<file path="src/rtl/sseg_pkg.sv">
// ---------------------------------------------------------------------------
// sseg_pkg
//
// Shared constants for the seven-segment scan driver.
//
// Contents:
//   NUM_DIGITS          number of multiplexed digits on the display
//   IDX_W               width of the digit index
//   SEG_HEX_0..SEG_HEX_F  active-low segment patterns, bit order {g,f,e,d,c,b,a}
//   SEG_BLANK           all segments off
//   AN_OFF              all anodes off
//   digit_anode()       active-low one-cold anode pattern for a digit index
// ---------------------------------------------------------------------------
package sseg_pkg;

    localparam int NUM_DIGITS = 4;
    localparam int IDX_W      = $clog2(NUM_DIGITS);

    // Segment patterns for a common-anode display: a 0 lights the segment.
    localparam logic [6:0] SEG_HEX_0 = 7'b1000000;
    localparam logic [6:0] SEG_HEX_1 = 7'b1111001;
    localparam logic [6:0] SEG_HEX_2 = 7'b0100100;
    localparam logic [6:0] SEG_HEX_3 = 7'b0110000;
    localparam logic [6:0] SEG_HEX_4 = 7'b0011001;
    localparam logic [6:0] SEG_HEX_5 = 7'b0010010;
    localparam logic [6:0] SEG_HEX_6 = 7'b0000010;
    localparam logic [6:0] SEG_HEX_7 = 7'b1111000;
    localparam logic [6:0] SEG_HEX_8 = 7'b0000000;
    localparam logic [6:0] SEG_HEX_9 = 7'b0010000;
    localparam logic [6:0] SEG_HEX_A = 7'b0001000;
    localparam logic [6:0] SEG_HEX_B = 7'b0000011;
    localparam logic [6:0] SEG_HEX_C = 7'b1000110;
    localparam logic [6:0] SEG_HEX_D = 7'b0100001;
    localparam logic [6:0] SEG_HEX_E = 7'b0000110;
    localparam logic [6:0] SEG_HEX_F = 7'b0001110;

    localparam logic [6:0]            SEG_BLANK = 7'b1111111;
    localparam logic [NUM_DIGITS-1:0] AN_OFF    = 4'b1111;

    // Anodes are active-low, so the selected digit is the single 0 bit.
    function automatic logic [NUM_DIGITS-1:0] digit_anode(input logic [IDX_W-1:0] idx);
        logic [NUM_DIGITS-1:0] onehot;
        onehot = '0;
        onehot[idx] = 1'b1;
        return ~onehot;
    endfunction

endpackage : sseg_pkg

</file>
<file path="src/rtl/sseg_scan_driver_if.sv">
// ---------------------------------------------------------------------------
// sseg_scan_driver_if
//
// Bundle between the value producer (e.g. the motion detector) and the
// seven-segment scan driver, plus the pins that go to the display.
//
// Signals:
//   value       16-bit hex value to show, digit0 = value[3:0] (rightmost)
//   dp_in       per-digit decimal point request, 1 = on
//   enable      1 = scan and display, 0 = blank and freeze the scan
//   an          digit anodes, active-low, an[0] = rightmost
//   seg         segments {g,f,e,d,c,b,a}, active-low
//   dp          decimal point, active-low
//   frame_done  one-cycle pulse when digit 3 completes its slot
//
// Transfer semantics: there is no valid/ready handshake. value/dp_in are a
// level-sampled stream; the driver samples them only at the edge that ends
// the last digit's slot, and frame_done in the following cycle marks that
// the sample was taken. The producer may change value at any time.
//
// Modports:
//   master  the value producer / observer of the display pins
//   slave   the scan driver
// ---------------------------------------------------------------------------
interface sseg_scan_driver_if;
    import sseg_pkg::*;

    logic [15:0]           value;
    logic [NUM_DIGITS-1:0] dp_in;
    logic                  enable;
    logic [NUM_DIGITS-1:0] an;
    logic [6:0]            seg;
    logic                  dp;
    logic                  frame_done;

    modport master (
        output value,
        output dp_in,
        output enable,
        input  an,
        input  seg,
        input  dp,
        input  frame_done
    );

    modport slave (
        input  value,
        input  dp_in,
        input  enable,
        output an,
        output seg,
        output dp,
        output frame_done
    );

endinterface : sseg_scan_driver_if

</file>
<file path="src/rtl/hex_to_sseg.sv">
// ---------------------------------------------------------------------------
// hex_to_sseg
//
// Combinational 4-bit hex nibble to active-low seven-segment decoder.
//
// Ports:
//   hex  in   4-bit nibble
//   seg  out  segment pattern {g,f,e,d,c,b,a}, active-low
// ---------------------------------------------------------------------------
module hex_to_sseg
    import sseg_pkg::*;
(
    input  logic [3:0] hex,
    output logic [6:0] seg
);

    always_comb begin
        seg = SEG_BLANK;
        unique case (hex)
            4'h0: seg = SEG_HEX_0;
            4'h1: seg = SEG_HEX_1;
            4'h2: seg = SEG_HEX_2;
            4'h3: seg = SEG_HEX_3;
            4'h4: seg = SEG_HEX_4;
            4'h5: seg = SEG_HEX_5;
            4'h6: seg = SEG_HEX_6;
            4'h7: seg = SEG_HEX_7;
            4'h8: seg = SEG_HEX_8;
            4'h9: seg = SEG_HEX_9;
            4'hA: seg = SEG_HEX_A;
            4'hB: seg = SEG_HEX_B;
            4'hC: seg = SEG_HEX_C;
            4'hD: seg = SEG_HEX_D;
            4'hE: seg = SEG_HEX_E;
            4'hF: seg = SEG_HEX_F;
            default: seg = SEG_BLANK;
        endcase
    end

endmodule : hex_to_sseg

</file>
<file path="src/rtl/sseg_scan_driver.sv">
// ---------------------------------------------------------------------------
// sseg_scan_driver
//
// Time-multiplexed 4-digit seven-segment driver for a common-anode display.
// Each digit owns a slot of DIGIT_PERIOD cycles; the first BLANK_CYCLES of
// every slot keep all anodes off so the previous digit's segments never
// ghost onto the next one. The displayed value is copied into a shadow
// register only at the end of the last digit's slot, so one frame always
// shows a single consistent value.
//
// Parameters:
//   DIGIT_PERIOD  cycles per digit slot, must be >= BLANK_CYCLES+1
//   BLANK_CYCLES  blank cycles at the start of each slot (0 allowed)
//
// Ports:
//   clk    in     system clock, rising edge
//   reset  in     synchronous reset, active-low
//   bus    slave  value/dp_in/enable in, an/seg/dp/frame_done out
//
// Outputs are registered from the current-cycle state, so every display
// pin lags the timer/index by one cycle.
// ---------------------------------------------------------------------------
module sseg_scan_driver
    import sseg_pkg::*;
#(
    parameter int DIGIT_PERIOD = 100_000,
    parameter int BLANK_CYCLES = 1_000
) (
    input  logic               clk,
    input  logic               reset,
    sseg_scan_driver_if.slave  bus
);

    // A one-cycle slot still needs a 1-bit timer.
    localparam int TIMER_W = (DIGIT_PERIOD > 1) ? $clog2(DIGIT_PERIOD) : 1;

    localparam logic [TIMER_W-1:0] TIMER_LAST  = TIMER_W'(DIGIT_PERIOD - 1);
    localparam logic [TIMER_W-1:0] TIMER_BLANK = TIMER_W'(BLANK_CYCLES);
    localparam logic [TIMER_W-1:0] TIMER_ONE   = TIMER_W'(1);
    localparam logic [IDX_W-1:0]   IDX_LAST    = IDX_W'(NUM_DIGITS - 1);
    localparam logic [IDX_W-1:0]   IDX_ONE     = IDX_W'(1);

    // -----------------------------------------------------------------
    // State
    // -----------------------------------------------------------------
    logic [TIMER_W-1:0]    timer_q, timer_d;
    logic [IDX_W-1:0]      idx_q, idx_d;
    logic [15:0]           shadow_value_q, shadow_value_d;
    logic [NUM_DIGITS-1:0] shadow_dp_q, shadow_dp_d;

    logic [NUM_DIGITS-1:0] an_q, an_d;
    logic [6:0]            seg_q, seg_d;
    logic                  dp_q, dp_d;
    logic                  frame_done_q, frame_done_d;

    // -----------------------------------------------------------------
    // Digit decode of the currently scanned shadow nibble
    // -----------------------------------------------------------------
    logic [3:0] cur_nibble;
    logic [6:0] cur_seg;

    assign cur_nibble = shadow_value_q[{idx_q, 2'b00} +: 4];

    hex_to_sseg u_hex_to_sseg (
        .hex (cur_nibble),
        .seg (cur_seg)
    );

    // -----------------------------------------------------------------
    // Next-state logic
    // -----------------------------------------------------------------
    logic slot_end;
    logic display_on;

    always_comb begin
        timer_d        = timer_q;
        idx_d          = idx_q;
        shadow_value_d = shadow_value_q;
        shadow_dp_d    = shadow_dp_q;
        frame_done_d   = 1'b0;

        slot_end = (timer_q == TIMER_LAST);

        // With enable low everything freezes, so a re-enable picks up the
        // same slot at the same timer count.
        if (bus.enable) begin
            if (slot_end) begin
                timer_d = '0;
                idx_d   = idx_q + IDX_ONE;
                // Frame boundary: the only point where new input is taken.
                if (idx_q == IDX_LAST) begin
                    shadow_value_d = bus.value;
                    shadow_dp_d    = bus.dp_in;
                    frame_done_d   = 1'b1;
                end
            end else begin
                timer_d = timer_q + TIMER_ONE;
            end
        end

        display_on = bus.enable && (timer_q >= TIMER_BLANK);

        if (display_on) begin
            an_d  = digit_anode(idx_q);
            seg_d = cur_seg;
            dp_d  = ~shadow_dp_q[idx_q];
        end else begin
            an_d  = AN_OFF;
            seg_d = SEG_BLANK;
            dp_d  = 1'b1;
        end
    end

    // -----------------------------------------------------------------
    // Registers
    // -----------------------------------------------------------------
    always_ff @(posedge clk) begin
        if (!reset) begin
            timer_q        <= '0;
            idx_q          <= '0;
            shadow_value_q <= '0;
            shadow_dp_q    <= '0;
            an_q           <= AN_OFF;
            seg_q          <= SEG_BLANK;
            dp_q           <= 1'b1;
            frame_done_q   <= 1'b0;
        end else begin
            timer_q        <= timer_d;
            idx_q          <= idx_d;
            shadow_value_q <= shadow_value_d;
            shadow_dp_q    <= shadow_dp_d;
            an_q           <= an_d;
            seg_q          <= seg_d;
            dp_q           <= dp_d;
            frame_done_q   <= frame_done_d;
        end
    end

    assign bus.an         = an_q;
    assign bus.seg        = seg_q;
    assign bus.dp         = dp_q;
    assign bus.frame_done = frame_done_q;

endmodule : sseg_scan_driver

</file>
<file path="src/flat_wrapper.sv">
// flat-port wrapper written by rule: the top's interface ports become plain ports
module sseg_scan_driver_flat import sseg_pkg::*;
#(
    parameter int DIGIT_PERIOD = 100_000,
    parameter int BLANK_CYCLES = 1_000
)
  (clk, reset, bus_value, bus_dp_in, bus_enable, bus_an, bus_seg, bus_dp, bus_frame_done);
  sseg_scan_driver_if bus_i ();
  input  logic clk;
  input  logic reset;
  input wire logic [$bits(bus_i.value)-1:0] bus_value;
  input wire logic [$bits(bus_i.dp_in)-1:0] bus_dp_in;
  input wire logic [$bits(bus_i.enable)-1:0] bus_enable;
  output wire logic [$bits(bus_i.an)-1:0] bus_an;
  output wire logic [$bits(bus_i.seg)-1:0] bus_seg;
  output wire logic [$bits(bus_i.dp)-1:0] bus_dp;
  output wire logic [$bits(bus_i.frame_done)-1:0] bus_frame_done;
  assign bus_i.value = bus_value;
  assign bus_i.dp_in = bus_dp_in;
  assign bus_i.enable = bus_enable;
  assign bus_an = bus_i.an;
  assign bus_seg = bus_i.seg;
  assign bus_dp = bus_i.dp;
  assign bus_frame_done = bus_i.frame_done;
  sseg_scan_driver #(.DIGIT_PERIOD(DIGIT_PERIOD), .BLANK_CYCLES(BLANK_CYCLES)) u_core (.clk(clk), .reset(reset), .bus(bus_i));
endmodule
</file>
<file path="config.mk">
export PLATFORM = sky130hd
export DESIGN_NAME = sseg_scan_driver_flat
export DESIGN_NICKNAME = d
export VERILOG_FILES = /design/src/rtl/sseg_pkg.sv /design/src/rtl/sseg_scan_driver_if.sv /design/src/rtl/hex_to_sseg.sv /design/src/rtl/sseg_scan_driver.sv /design/src/flat_wrapper.sv
export SDC_FILE = /design/constraint.sdc
export NUM_CORES = 1
export LEC_CHECK = 0
export ABC_AREA = 1
export BUFFER_PORTS_ARGS = -buffer_cell sky130_fd_sc_hd__buf_4
export CORE_MARGIN = 2
export CORE_UTILIZATION = 41
export DETAILED_ROUTE_END_ITERATION = 8
export SYNTH_ARGS = -nofsm -noshare
export SYNTH_HDL_FRONTEND = slang
export SYNTH_SLANG_ARGS = --single-unit
</file>
<file path="constraint.sdc">
create_clock -name clk -period 1.9 [get_ports clk]
set_clock_uncertainty 0.05 [all_clocks]
set_input_delay 0.285 -clock clk [delete_from_list [all_inputs] [get_ports clk]]
set_output_delay 0.285 -clock clk [all_outputs]
set_load 0.05 [all_outputs]
</file>
# Word-level counts from Yosys, hierarchy flattened
# Memory sizes are Yosys's and may differ from the RTL's. A register that Yosys moved wholly into a read port is not among the register bits.
# Index checks and enable logic that the tools add are counted.
[classes]
n_addsub = 2
n_reduce_logical = 7
eq_ne = 2
n_shift = 1
n_lt_le_gt_ge = 3
n_bitwise = 2
mux = 6
[ops]
columns = ["cell", "count"]
rows = [
  ["17-bit by 1-bit adder with 17-bit output (second input constant)", 1],
  ["17-bit equality test (second input constant)", 1],
  ["17-bit by 10-bit >= comparator with 1-bit output (second input constant)", 1],
  ["17-bit two-way mux", 1],
  ["16-bit by 5-bit variable part select with 4-bit output", 1],
  ["3-bit AND reduction", 2],
  ["4-bit NOT", 1],
  ["2-bit AND reduction", 2],
  ["2-bit by 3-bit less-than comparator with 1-bit output (second input constant)", 1],
  ["1-bit two-way mux", 3],
  ["2-bit by 1-bit adder with 2-bit output (second input constant)", 1],
  ["1-bit binary-select mux with 2-bit select", 1],
  ["1-bit demux with 2-bit select", 1],
  ["2-bit equality test (second input constant)", 1],
  ["2-bit by 1-bit >= comparator with 1-bit output (second input constant)", 1],
  ["1-bit logical AND", 2],
  ["1-bit logical NOT", 1],
  ["1-bit NOT", 1],
]
[totals]
memories = 1
mem_bits_ro = 112
output_inout_bits = 13
ff_bits = 45
[memory_table]
columns = ["name", "depth", "word_bits", "read_ports", "rd_ports_with_merged_regs", "write_ports", "line_no", "source"]
rows = [
  ["(no name shown)", 16, 7, 1, 1, 0, "hex_to_sseg.sv:19", "unique case (hex)"],
]

# Longest topological paths before layout
# Gate-level depths: netlist of the first run.
[logic_depth]
depth_word = 5
ltp_mapped = 11
mapped_depth_nobuf = 10

# Cells and area by module
# A second synthesis of the first run with hierarchy kept.
[hier_totals]
hier_cells = 394
hier_area_um2 = 2650.0
[by_module_without_submodules]
columns = ["module", "cells_per_inst", "area_each_um2", "instances", "seq_area_each_um2"]
rows = [
  ["sseg_scan_driver", 345, 2376.0, 1, 1041.0],
  ["hex_to_sseg", 49, 274.0, 1, 0.0],
]

# Worst setup path after synthesis of the first run
# OpenSTA, ideal clock, no wires.
[synth_timing]
path_kind = "reg2reg"
from = "reg u_core.idx_q[0]"
to = "reg u_core.seg_q[0], in the netlist u_core.bus.seg[0]"
setup_slack_ns = 0.207
arrival_time_ns = 1.525
synth_period_minus_slack_ns = 1.693
t_required_ns = 1.732
n_path_buf = 1
stages_incl_launch_ff = 10
path_cell_list = "dfxtp_1 > buf_4 > nor2_1 > o21ai_1 > inv_1 > ha_1 > inv_1 > nor3_1 > nor2_1 > nand2_1"
[synth_via]
elab_chain_len = 1
[synth_rtl]
columns = ["element", "line_no", "source"]
rows = [
  ["from (decl)", "sseg_scan_driver.sv:47", "logic [IDX_W-1:0] idx_q, idx_d;"],
  ["from (signal assigned)", "sseg_scan_driver.sv:129", "idx_q <= idx_d;"],
  ["16-bit by 5-bit variable part select with 4-bit output", "sseg_scan_driver.sv:62", "assign cur_nibble = shadow_value_q[{idx_q, 2'b00} +: 4];"],
  ["to (decl)", "sseg_scan_driver.sv:52", "logic [6:0] seg_q, seg_d;"],
]
# No other way between the ends.
# A chain may end at the register's enable or synchronous reset.

# Worst setup path after layout of the first run
# Same ends and word-level chain as after synthesis.

==> results.json, run 1 <==
{
  "min_period_ns": 1.679,
  "rsz0062_at_grt": "false",
  "syn_area_mm2": 0.002774,
  "r2r_cells": 9,
  "antenna_found_initial": 0,
  "dpl.hpwl_um": 4718,
  "hold_viol": 0,
  "cts_hold_buf": 0,
  "stdcell_area_mm2": 0.003244,
  "power_frac_seq_pct": 59.1,
  "placementRows": 29,
  "swShare_pct": 22.56,
  "first_global_vias": 2362,
  "drtAntennaViolNets": 0,
  "dpl.cell_count": 525,
  "p_leak_nw": 1.476,
  "final_cell_mix": "nand2_1, nor2_1, dfxtp_1",
  "clk_pin_slew_ns": 0.10,
  "final_common_cell": "nand2_1",
  "max-clock-path-buffers": 2,
  "internal-power_mw": 1.436,
  "worstSkewPairLatency_ns": 0.31,
  "yosys_warnings": 0,
  "cts_buffers": 5,
  "fin_setup_tns_ns": 0,
  "vias_per_cell": 4.872,
  "ir_worst_vdd_mv": 0.2729,
  "htreeDepth": 2,
  "synth.area.top_cells": "dfxtp_1, nand2_1, nor2_1",
  "synth_top_area_share_pct": 37.53,
  "post_cts_resized": 0,
  "port_buffers": 35,
  "endpoint_kind": "flip-flop",
  "synth_cell_types": 30,
  "max_slew_margin_pct": 69.43,
  "drc": 0,
  "cp_data_arrival_time_ns": 1.82,
  "required_ns": 2.04,
  "fmaxAchievable_ghz": 0.5958,
  "antenna_cells": 0,
  "final_nets": 490,
  "clock_sinks": 52,
  "dr.pass1.iters": 4,
  "cts_tree": "yes",
  "critPathMaxFanout": 10,
  "share_comb_of_total_power_pct": 5.3,
  "synth_top_cell_by_area": "dfxtp_1",
  "io_pins": 36,
  "wl_per_cell_um": 11.47,
  "p_clk_share_pct": 35.6,
  "stdcell_count": 533,
  "ys_seq_elements": 52,
  "ys_seq_area_share_pct": 37.53,
  "grt_start_max_net_pins": 22,
  "tightest_slew_ns": 0.4551,
  "crit_type": "flip-flop to flip-flop",
  "overflow": 0,
  "num_vias": 2597,
  "dieArea_mm2": 0.007440,
  "area_growth_syn_to_layout_pct": 16.96,
  "layout-drive-gt1-share_pct": 15.79,
  "start_util_pct": 42.95,
  "hp-class": "input pin to flip-flop",
  "finalCritPeriodShare_pct": 88.34,
  "status": "complete, no violations",
  "grt_use_total_pct": 17.56,
  "root_buffer": "clkbuf_8",
  "fill_cells": 689,
  "p_sw_mw": 0.4185,
  "die_h_um": 86.26,
  "avgSynthCellArea_um2": 6.684,
  "startpoint": "u_core.idx_q[0]$_SDFFE_PN0P_",
  "drv_slew": 0,
  "pwr_density_cell_mw_per_mm2": 571.7,
  "core-area_mm2": 0.006459,
  "critPathLaunchType": "flip-flop",
  "syn-num-nets": 450,
  "whs_path_depth": 3,
  "setup_viol_count_final": 0,
  "min_from": "reset",
  "wl_um": 6116,
  "place_area_mm2": 0.003151,
  "gp_congestion": 0.8622,
  "die_w_um": 86.26,
  "cts_setup_buffers": 0,
  "fin_util_pct": 50.23,
  "syn-instance-count": 415,
  "grt_pass1_wl_um": 10540,
  "reg2reg_from": "u_core.idx_q[0]$_SDFFE_PN0P_",
  "maxCapViolCount": 0,
  "drt_iter0_markers": 106
}
final timing paths:
| path | end | slack, ns |
|---|---|---|
| max | u_core.bus.seg[0]$_SDFF_PN1_ | 0.22 |
| min | u_core.timer_q[16]$_SDFFE_PN0P_ | 0.25 |
| max reg2reg | u_core.bus.seg[0]$_SDFF_PN1_ | 0.22 |
| min reg2reg | u_core.shadow_value_q[11]$_SDFFE_PN0P_ | 0.44 |
power groups by stage:
stage	sequential [mW]	clock, mW	combinational (mW)
5_1_grt	1.10	0.729	0.113
3_3_place_gp	1.12	0	0.0994
2_1_floorplan	1.12	0	0.0514
3_5_place_dp	1.12	0	0.100
6_report	1.10	0.660	0.0985
4_1_cts	1.10	0.678	0.100
synthesized netlist by cell type (all sizes together):
| cell type | n |
|---|---|
| a21oi | 5 |
| a22oi | 1 |
| buf | 11 |
| clkbuf | 3 |
| clkinv | 1 |
| dfxtp | 52 |
| ha | 12 |
| inv | 55 |
| nand2 | 107 |
| nand3 | 35 |
| nand4 | 23 |
| nor2 | 84 |
| nor3 | 8 |
| nor3b | 1 |
| nor4 | 1 |
| o211ai | 2 |
| o21ai | 11 |
| or2 | 1 |
| xnor2 | 1 |
| xor2 | 1 |
flip-flops by register name (all words and copies together) (netlist names):
name                   cells
u_core.shadow_dp_q         4
u_core.timer_q            17
u_core.idx_q               2
u_core.bus.frame_done      1
u_core.bus.seg             7
u_core.shadow_value_q     16
u_core.bus.an              4
u_core.bus.dp              1
cell families after synthesis:
group / count (synthesis) / synth area share, %
buffers and inverters: 70 / 10.64
AO/OA/AOI/OAI: 19 / 4.105
XOR/XNOR: 2 / 0.6316
flip-flops: 52 / 37.53
AND/OR/NAND/NOR: 260 / 41.68
adder cells (fa/ha/maj): 12 / 5.413
per-stage QoR:
step	setup WS (ns)	total power [mW]	hold slack, ns
global route	0.09020	1.940	0.2534
finish	0.2215	1.855	0.2458
floorplan	0.2075	1.172	0.4040
global placement	0.2506	1.221	0.4155
CTS	0.2232	1.875	0.2483
detailed placement	0.2378	1.222	0.4253
metal layers:
metal	part of all wire (%)	routed length, um	vias up	track usage, %
met5	0	0	-	0
met4	0.98	60	0	4.830
met3	5.8	352	6	2.857
met2	43	2612	68	26.85
met1	51	3091	1135	25.68
li1	-	-	1388	-
critical path: stages, from the launching register on:
cell     delay (ns)
dfxtp_1        0.40
buf_4          0.19
nand2_1        0.06
nand3_1        0.07
nand2_1        0.16
ha_1           0.29
inv_1          0.08
nor3_1         0.05
nor2_1         0.14
nand2_1        0.07
area by class of cell:
type                    count  area [um2]  share of cell area, %
multi-input cells         293        1438                  44.31
flip-flops and latches     52        1041                  32.09
repair buffers             47       365.4                  11.26
inverters                  56       210.2                  6.479
well taps                  77       96.34                  2.970
clock buffers               7       86.33                  2.661
clock inverters             1       7.507                 0.2314
(Power assumes the default switching activity.)
==> run 2: changes to the inputs <==
ABC_CLOCK_PERIOD_IN_PS = 1900   (was unset)
CTS_BUF_LIST = sky130_fd_sc_hd__clkbuf_8 sky130_fd_sc_hd__clkbuf_16   (was unset)
==> results.json, run 2 (synthesized netlist as in run 1, its figures left out) <==
{
  "status": "complete, no violations",
  "first_global_vias": 2362,
  "hold_viol": 0,
  "required_ns": 2.04,
  "grt_pass1_wl_um": 10540,
  "die_w_um": 86.26,
  "root_buffer": "clkbuf_8",
  "post_cts_resized": 0,
  "stdcell_count": 533,
  "grt_use_total_pct": 17.56,
  "final_cell_mix": "nand2_1, nor2_1, inv_1, dfxtp_1, buf_4",
  "drtAntennaViolNets": 0,
  "cts_setup_buffers": 0,
  "maxCapViolCount": 0,
  "critical-path-top-cell-by-count": "nand2_1",
  "cts_tree": "yes",
  "gp_congestion": 0.8622,
  "num_vias": 2594,
  "io_pins": 36,
  "fin_setup_tns_ns": 0,
  "drv_slew": 0,
  "placementRows": 29,
  "min_period_ns": 1.676,
  "crit_type": "flip-flop to flip-flop",
  "grt_start_max_net_pins": 22,
  "drc": 0,
  "core-area_mm2": 0.006459,
  "ir_worst_vdd_mv": 0.2729,
  "place_ws_ns": 0.2378,
  "wl_per_cell_um": 11.52,
  "antenna_found_initial": 0,
  "start_util_pct": 42.95,
  "setup_viol_count_final": 0,
  "max-clock-path-buffers": 2,
  "dr.pass1.iters": 5,
  "port_buffers": 35,
  "cts_hold_buf": 0,
  "setup_ws_ns": 0.2240,
  "place_area_mm2": 0.003151,
  "dpl.cell_count": 525,
  "seqCellArea_mm2": 0.001041,
  "stdcell_area_mm2": 0.003244,
  "tightest_slew_ns": 0.4565,
  "finalCritPeriodShare_pct": 88.21,
  "largest_reg_flops": 17,
  "clock_sinks": 52,
  "multiInputGateArea_mm2": 0.001438,
  "layout-drive-gt1-share_pct": 15.79,
  "rsz0062_at_grt": "false",
  "max_slew_margin_pct": 69.33,
  "dieArea_mm2": 0.007440,
  "wl_um": 6138,
  "fill_cells": 689,
  "pwr_density_cell_mw_per_mm2": 569.7,
  "hp-class": "input pin to flip-flop",
  "final_nets": 490,
  "critPathMaxFanout": 10,
  "overflow": 0,
  "critPathMaxStageDelay_ns": 0.39,
  "holdWs_ns": 0.2478,
  "antenna_cells": 0,
  "dpl.hpwl_um": 4718,
  "cts_buffers": 5,
  "endpoint_kind": "flip-flop",
  "vias_per_cell": 4.867,
  "critPathLaunchType": "flip-flop",
  "drt_iter0_markers": 105,
  "final_common_cell": "nand2_1",
  "htreeDepth": 2,
  "clk_pin_slew_ns": 0.10,
  "crit_chain": "buf_4 > nand2_1 > nand3_1 > nand2_1 > ha_1 > inv_1 > nor3_1 > nor2_1 > nand2_1",
  "area_growth_syn_to_layout_pct": 16.96,
  "die_h_um": 86.26,
  "worstSkewPairLatency_ns": 0.31,
  "cp_data_arrival_time_ns": 1.82,
  "fmaxAchievable_ghz": 0.5967,
  "crit_slowest_cell": "dfxtp_1",
  "largest_register": "u_core.timer_q",
  "p_leak_nw": 1.481
}
run 2: critical path: cells and delay by family, from the launching register on:
family,cells,cell delay [ns]
AND/OR/NAND/NOR,6,0.55
buffers and inverters,2,0.27
flip-flops,1,0.39
adder cells (fa/ha/maj),1,0.29
run 2: area by class of cell:
type | instances | share of cell area [%]
Multi-Input combinational cell | 293 | 44.31
Tap cell | 77 | 2.970
Sequential cell | 52 | 32.09
Inverter | 56 | 6.479
Clock inverter | 2 | 0.3471
Timing Repair Buffer | 47 | 11.26
Clock buffer | 6 | 2.545
run 2: where the power goes:
part | switching [mW] | internal, mW
Sequential | 0.00310 | 1.09
Combinational | 0.0524 | 0.0464
Clock | 0.362 | 0.291
run 2: path summary, 6_finish.rpt:
| check | depth (start not counted) | slack (ns) | to | start |
|---|---|---|---|---|
| max reg2reg | 9 | 0.22 | u_core.bus.seg[0]$_SDFF_PN1_ | u_core.idx_q[0]$_SDFFE_PN0P_ |
| max | 9 | 0.22 | u_core.bus.seg[0]$_SDFF_PN1_ | u_core.idx_q[0]$_SDFFE_PN0P_ |
| min | 3 | 0.25 | u_core.timer_q[16]$_SDFFE_PN0P_ | reset |
| min reg2reg | 2 | 0.44 | u_core.shadow_value_q[11]$_SDFFE_PN0P_ | u_core.shadow_value_q[11]$_SDFFE_PN0P_ |
run 2: per-layer routing:
metal | GRT usage [%] | up-vias | part of all wire (%) | routed length [um]
li1 | - | 1387 | - | -
met1 | 25.68 | 1140 | 51 | 3143
met2 | 26.85 | 61 | 43 | 2634
met3 | 2.857 | 6 | 4.9 | 300
met4 | 4.830 | 0 | 0.98 | 60
met5 | 0 | - | 0 | 0
run 2: per-stage QoR:
stage	total power, mW	util [%]
2_1_floorplan	1.172	-
3_3_place_gp	1.221	48.78
3_5_place_dp	1.222	48.78
4_1_cts	1.870	50.23
5_1_grt	1.935	50.23
6_report	1.848	50.23
